### config.mk
export PLATFORM = sky130hd
export DESIGN_NAME = button_event_gen
export DESIGN_NICKNAME = d
export VERILOG_FILES = /design/src/rtl/button_event_gen.sv
export SDC_FILE = /design/constraint.sdc
export NUM_CORES = 1
export LEC_CHECK = 0
export CORE_ASPECT_RATIO = 1.5
export CORE_MARGIN = 2
export CORE_UTILIZATION = 60
export CTS_CLUSTER_DIAMETER = 60
export CTS_CLUSTER_SIZE = 10
export DETAILED_ROUTE_END_ITERATION = 6
export MAX_ROUTING_LAYER = met4
export PLACE_DENSITY = 0.91
export SLEW_MARGIN = 20
export SYNTH_ARGS = -nofsm -noshare
export SYNTH_HDL_FRONTEND = slang
export SYNTH_SLANG_ARGS = --single-unit
### constraint.sdc
create_clock -name clk_i -period 5.5 [get_ports clk_i]
set_input_delay 0.825 -clock clk_i [delete_from_list [all_inputs] [get_ports clk_i]]
set_output_delay 0.825 -clock clk_i [all_outputs]
set_load 0.03 [all_outputs]
### src/rtl/button_event_gen.sv
// ---------------------------------------------------------------------------
// button_event_gen
//
// Turns a debounced, active-low button level into press, release, long-press
// and auto-repeat event pulses. It also provides a "held" level for the
// duration of an accepted press.
//
// A press is accepted only after the line has been seen released at least
// once since reset. This keeps a button that is already down at power-up
// from producing a spurious press.
//
// Parameters
//   LONG_CYCLES   cycles from the press edge to the long_press pulse (>= 2)
//   REPEAT_CYCLES cycles between repeat pulses once long-pressed     (>= 2)
//   CNT_WIDTH     hold counter width; must hold max(LONG,REPEAT)-1
//
// Ports
//   clk_i         clock, rising-edge active
//   reset_ni      asynchronous active-low reset
//   line_i        debounced button level, 1 = released, 0 = pressed
//   press_o       one-cycle pulse on an accepted press
//   release_o     one-cycle pulse on release after an accepted press
//   long_press_o  one-cycle pulse when the hold reaches LONG_CYCLES
//   repeat_o      one-cycle pulse every REPEAT_CYCLES after long_press
//   held_o        level, high while an accepted press is in progress
//
// The release and repeat ports carry suffixes so that they do not collide
// with the Verilog keywords of the same name.
// ---------------------------------------------------------------------------
module button_event_gen #(
    parameter int LONG_CYCLES   = 25000000,
    parameter int REPEAT_CYCLES = 5000000,
    parameter int CNT_WIDTH     = 32
) (
    input  logic clk_i,
    input  logic reset_ni,
    input  logic line_i,
    output logic press_o,
    output logic release_o,
    output logic long_press_o,
    output logic repeat_o,
    output logic held_o
);

    typedef enum logic [1:0] {
        ST_LOCKOUT = 2'd0,
        ST_IDLE    = 2'd1,
        ST_PRESSED = 2'd2,
        ST_HELD    = 2'd3
    } state_e;

    // Terminal counts. The counter restarts at zero on every threshold, so
    // it never exceeds the active threshold minus one and never wraps.
    localparam logic [CNT_WIDTH-1:0] LONG_LAST   = CNT_WIDTH'(LONG_CYCLES - 1);
    localparam logic [CNT_WIDTH-1:0] REPEAT_LAST = CNT_WIDTH'(REPEAT_CYCLES - 1);
    localparam logic [CNT_WIDTH-1:0] CNT_ZERO    = CNT_WIDTH'(0);
    localparam logic [CNT_WIDTH-1:0] CNT_ONE     = CNT_WIDTH'(1);

    state_e               state_q;
    logic [CNT_WIDTH-1:0] cnt_q;
    logic                 press_q;
    logic                 release_q;
    logic                 long_press_q;
    logic                 repeat_q;
    logic                 held_q;

    // Event FSM with hold counter; every output is registered here.
    always_ff @(posedge clk_i or negedge reset_ni) begin
        if (!reset_ni) begin
            state_q      <= ST_LOCKOUT;
            cnt_q        <= CNT_ZERO;
            press_q      <= 1'b0;
            release_q    <= 1'b0;
            long_press_q <= 1'b0;
            repeat_q     <= 1'b0;
            held_q       <= 1'b0;
        end else begin
            // Pulses default low so that each one lasts exactly one cycle.
            press_q      <= 1'b0;
            release_q    <= 1'b0;
            long_press_q <= 1'b0;
            repeat_q     <= 1'b0;
            case (state_q)
                ST_LOCKOUT: begin
                    held_q <= 1'b0;
                    if (line_i) begin
                        state_q <= ST_IDLE;
                    end else begin
                        state_q <= ST_LOCKOUT;
                    end
                end
                ST_IDLE: begin
                    if (!line_i) begin
                        state_q <= ST_PRESSED;
                        cnt_q   <= CNT_ZERO;
                        press_q <= 1'b1;
                        held_q  <= 1'b1;
                    end else begin
                        state_q <= ST_IDLE;
                        held_q  <= 1'b0;
                    end
                end
                ST_PRESSED: begin
                    // Release is checked first, so it wins over a
                    // threshold that is reached on the same edge.
                    if (line_i) begin
                        state_q   <= ST_IDLE;
                        release_q <= 1'b1;
                        held_q    <= 1'b0;
                    end else if (cnt_q == LONG_LAST) begin
                        state_q      <= ST_HELD;
                        cnt_q        <= CNT_ZERO;
                        long_press_q <= 1'b1;
                        held_q       <= 1'b1;
                    end else begin
                        state_q <= ST_PRESSED;
                        cnt_q   <= cnt_q + CNT_ONE;
                        held_q  <= 1'b1;
                    end
                end
                ST_HELD: begin
                    if (line_i) begin
                        state_q   <= ST_IDLE;
                        release_q <= 1'b1;
                        held_q    <= 1'b0;
                    end else if (cnt_q == REPEAT_LAST) begin
                        state_q  <= ST_HELD;
                        cnt_q    <= CNT_ZERO;
                        repeat_q <= 1'b1;
                        held_q   <= 1'b1;
                    end else begin
                        state_q <= ST_HELD;
                        cnt_q   <= cnt_q + CNT_ONE;
                        held_q  <= 1'b1;
                    end
                end
                default: begin
                    // Unreachable encoding: fall back to the safe state.
                    state_q <= ST_LOCKOUT;
                    cnt_q   <= CNT_ZERO;
                    held_q  <= 1'b0;
                end
            endcase
        end
    end

    assign press_o      = press_q;
    assign release_o    = release_q;
    assign long_press_o = long_press_q;
    assign repeat_o     = repeat_q;
    assign held_o       = held_q;

endmodule

# --- Word-level counts from Yosys, hierarchy flattened ---
# Index checks and enable logic that the tools add are counted.
word_totals:
  ff_bits: 39
  input_bits: 3
  out_inout_bits: 5
  wordCells: 44
op_classes:
  n_addsub: 1
  eq_ne: 8
  mux: 23
  reduce_logical: 5
op_table:
  columns: ["op", "count"]
  rows:
  - ["2-to-1 mux 32 bit", 5]
  - ["case mux 32 bit (3 select lines)", 1]
  - ["adder 32 x 1 -> 32 bit, second input constant", 1]
  - ["equality test 32 x 23 -> 1 bit, second input constant", 1]
  - ["equality test 32 x 25 -> 1 bit, second input constant", 1]
  - ["2-to-1 mux 1 bit", 12]
  - ["case mux 2 bit (4 select lines)", 1]
  - ["2-to-1 mux 2 bit", 3]
  - ["!= test 2 bit, second input constant", 3]
  - ["equality test 2 bit, second input constant", 2]
  - ["AND reduction 4 bit", 1]
  - ["nonzero test 3 bit", 1]
  - ["OR reduction 3 bit", 1]
  - ["equality test 2 x 1 -> 1 bit, second input constant", 1]
  - ["logical NOT 2 bit", 1]
  - ["case mux 1 bit (2 select lines)", 1]
  - ["OR reduction 2 bit", 1]

# --- Longest topological paths before layout ---
depth:
  word_depth: 4
  mapped_depth: 8

# --- Least setup slack after synthesis ---
# OpenSTA, ideal clock, no wires.
synth_path:
  path_kind: "input -> register"
  start: "in line_i"
  end: "reg cnt_q[18]"
  t_arrival_ns: 1.961
  required_ns: 5.423
  slack_ns: 3.461
  path_stages: 7
  path_buffers: 1
  cell_sequence: "o21bai_4 -> clkinv_2 -> and3_1 -> buf_6 -> nand3_4 -> or4_1 -> a21oi_1"
synth_via:
  elab_chain_cells: 2
  elab_cells_between_ends: 4
  cone_classes: "3 x eq/ne; 1 x reduce/logical"
synth_lines:
  columns: ["item", "line_no", "text"]
  rows:
  - ["start, declared", "37", "input logic line_i,"]
  - ["!= test 2 bit (no source line)", null, null]
  - ["AND reduction 4 bit (no source line) *", null, null]
  - ["end signal, assigned", "117", "cnt_q <= cnt_q + CNT_ONE;"]
  - ["end signal, assigned", "133", "cnt_q <= cnt_q + CNT_ONE;"]
  - ["end, declared", "60", "logic [CNT_WIDTH-1:0] cnt_q;"]
# Mark *: on every way between the ends. The rest lies on a longest branch, timed or not.
# A chain may end at the register's enable or synchronous reset.

# --- Worst setup path after layout ---
layout_path:
  start: "in line_i"
  end: "reg cnt_q[27]"
# Same word-level chain as after synthesis.

==> flow_summary_export.csv <==
group,metric,value,unit
placed_design,dp_hpwl,3190,um
clock_network,htree_levels,2,
floorplanning,num_rows,26,
placed_design,dp_slack,2360,ps
run,cap_violations,0,
drt,wirelength,4590,um
critical_path,worst_r2r_path_depth,5,
floorplanning,dieArea,0.00411,sq mm
floorplanning,die_w,53.0,um
critical_path,required,5710,ps
timing,hold_violations,0,
timing,finalCritPeriodShare,52.1,%
yosys,syn_inst,221,
grt,gr-total-overflow,0,
timing,drv_slew,0,
critical_path,r2r_slack,3000,ps
yosys,synth_nets,226,
critical_path,critPathLaunchType,"primary input",
critical_path,critical_path_arrival,3070,ps
run_status,status,"finished, final reports clean",
yosys,synth.area.top_cells,"dfrtp_1, xor2_1, nand4_1, nor2_1, xnor2_1",
timing,fin_ws,2640,ps
yosys,synth_area_per_cell,9.78,sq um
clock_network,clkLatencyLatePin,290,ps
timing,max_freq,349,MHz
floorplanning,start_util,63.3,%
pwr,vdd_drop_max,0.209,mV
critical_path,critPathCapture,"cnt_q[27]",
clock_network,clk_pin_slew,70,ps
yosys,synth_area,0.00216,sq mm
clock_network,cts_hold_buf,0,
grt,grt_antenna_before_repair,0,
timing,slew_headroom,33.2,%
clock_network,clockBufferDepth,2,
critical_path,r2r_start,"cnt_q[23]",
drt,viasPerCell,6.38,
grt,grt_pass1_vias,1732,
clock_network,cts_setup_buffers,0,
yosys,synth_cell_types,44,
drt,antenna_left,0,
critical_path,timing.rr.end,"cnt_q[6]",
cells_and_area,final_common_cell,"dfrtp_1",
timing,worst_slew_pin_slew,1000,ps
timing,fin_crit,2860,ps
timing,setup_tns,0,ps
grt,grtUsageTotal,26.1,%
grt,grt_max_degree,40,
floorplanning,boundaryPins,8,
yosys,synthFlopType,"dfrtp_1",
drt,drc,0,
placed_design,placed_cell_area,0.00222,sq mm
clock_network,cts_buffers,5,
yosys,yosysTopAreaCellShare,45.1,%
timing,whs,566,ps
critical_path,crit_start,"line_i",
grt,grt_pass1_wl,7740,um
timing,rsz0062_at_grt,"no",
drt,route.vias.total,1723,
timing,setup_viol,0,
pwr,powerDensity,254,mW/mm^2
cells_and_area,final_area,0.00234,sq mm
clock_network,cts_tree,"built",
floorplanning,core-area,0.00342,sq mm
yosys,seq_area_frac_synth,45.1,%
drt,wire_per_inst,17.0,um
critical_path,crit_type,"primary input to register",
yosys,yosys_warnings,0,
critical_path,worstPathMaxFanout,17,
yosys,synth-seq-cells,39,
floorplanning,fp.dieH,77.5,um
timing,worst_clock_skew,9.37,ps
yosys,yosysTopAreaCell,"dfrtp_1",
cells_and_area,drive_above_1_share,8.77,%
cells_and_area,diodes,0,
placed_design,port_buffers,7,
yosys,async_flop_share,100,%
clock_network,cts.repair.resized,0,
cells_and_area,layout_common_cells,"dfrtp_1, nor2_1, nand4_1, xor2_1, nand2_1",
yosys,synth_edf_count,0,
clock_network,cts_root_buf,"clkbuf_8",
cells_and_area,nNetsFinal,232,
drt,drt_iter0_drc,89,
placed_design,place.gp.congestion,0.846,
clock_network,cts_sinks,39,
drt,first_pass_iters,4,
cells_and_area,syn2layout_area_growth,8.10,%
pwr,p_leak,0.990,nW
hold_path,hp-class,"register to register",
critical_path,worst_setup_path_end_kind,"register",
-- power breakdown --
group | switching, mW | leakage [nW] | internal, mW
combinational | 0.0252 | 0.394 | 0.0141
sequential | 0.0130 | 0.534 | 0.294
clock | 0.100 | 0.0612 | 0.147
total | 0.139 | 0.990 | 0.455
-- how the worst min path moves through the flow --
stage | from | end | slack, ps | cells after the start
floorplan | cnt_q[3] | cnt_q[3] | 520 | 1
global placement | cnt_q[31] | cnt_q[31] | 540 | 2
detailed placement | cnt_q[31] | cnt_q[31] | 550 | 2
CTS | cnt_q[31] | cnt_q[31] | 560 | 2
global route | cnt_q[31] | cnt_q[31] | 620 | 2
finish | cnt_q[31] | cnt_q[31] | 570 | 2
-- worst max-delay path: stages --
cell             delay (ps)
clkdlybuf4s50_1         490
o21bai_4                250
clkinv_2                100
and3_1                  580
nand4_2                 290
or3_1                   390
a21oi_1                 150
-- sequential cells by signal (all words and copies together) (netlist names) --
signal / flops
cnt_q: 32
state_q: 2
held_o: 1
long_press_o: 1
press_o: 1
release_o: 1
repeat_o: 1
-- cell usage after synthesis (2+ instances only) --
library cell and number:
or4_1 2, and4_1 3, buf_6 3, dfrtp_1 39, o21ai_0 6, nand3_1 10, nor2_1 30, nand3_4 2
or3_1 6, buf_2 3, xor2_1 15, o31ai_1 3, and2_1 4, xnor2_1 7, nand4_1 19, nor3_1 7
a21o_1 3, nand2_1 13, inv_1 4, nand4_2 2, nor4b_1 4, a21oi_1 6, and3_1 6, ha_1 2
nor4_1 3
-- cells by family after synthesis --
kind of cell             count (synthesis)  synth area share [%]
AO/OA/AOI/OAI                           24                  7.99
XOR/XNOR                                22                  8.91
adder cells (fa/ha/maj)                  2                  1.16
buffers and inverters                   13                  3.70
flip-flops                              39                  45.1
AND/OR/NAND/NOR                        121                  33.1
-- layer usage --
layer	wire (um)	GRT usage, %
met1	1850	29.0
met2	2390	42.9
met3	173	4.62
met4	187	14.4
met5	0	-
-- final cells by class --
class / instances / area [sq um]
clock buffers: 6 / 82.6
clock inverters: 2 / 35.0
fillers: 263 / 1080
inverters: 5 / 20.0
multi-input cells: 169 / 1110
flip-flops and latches: 39 / 976
well taps: 42 / 52.6
repair buffers: 7 / 65.1
-- per-stage QoR --
step                util, %  std cells  total power [mW]
floorplan                 -        221             0.336
global placement       65.0        262             0.351
detailed placement     65.0        262             0.352
CTS                    68.4        270             0.596
global route           68.4        270             0.613
finish                 68.4        270             0.594
Power figures use the tool's default switching activity.
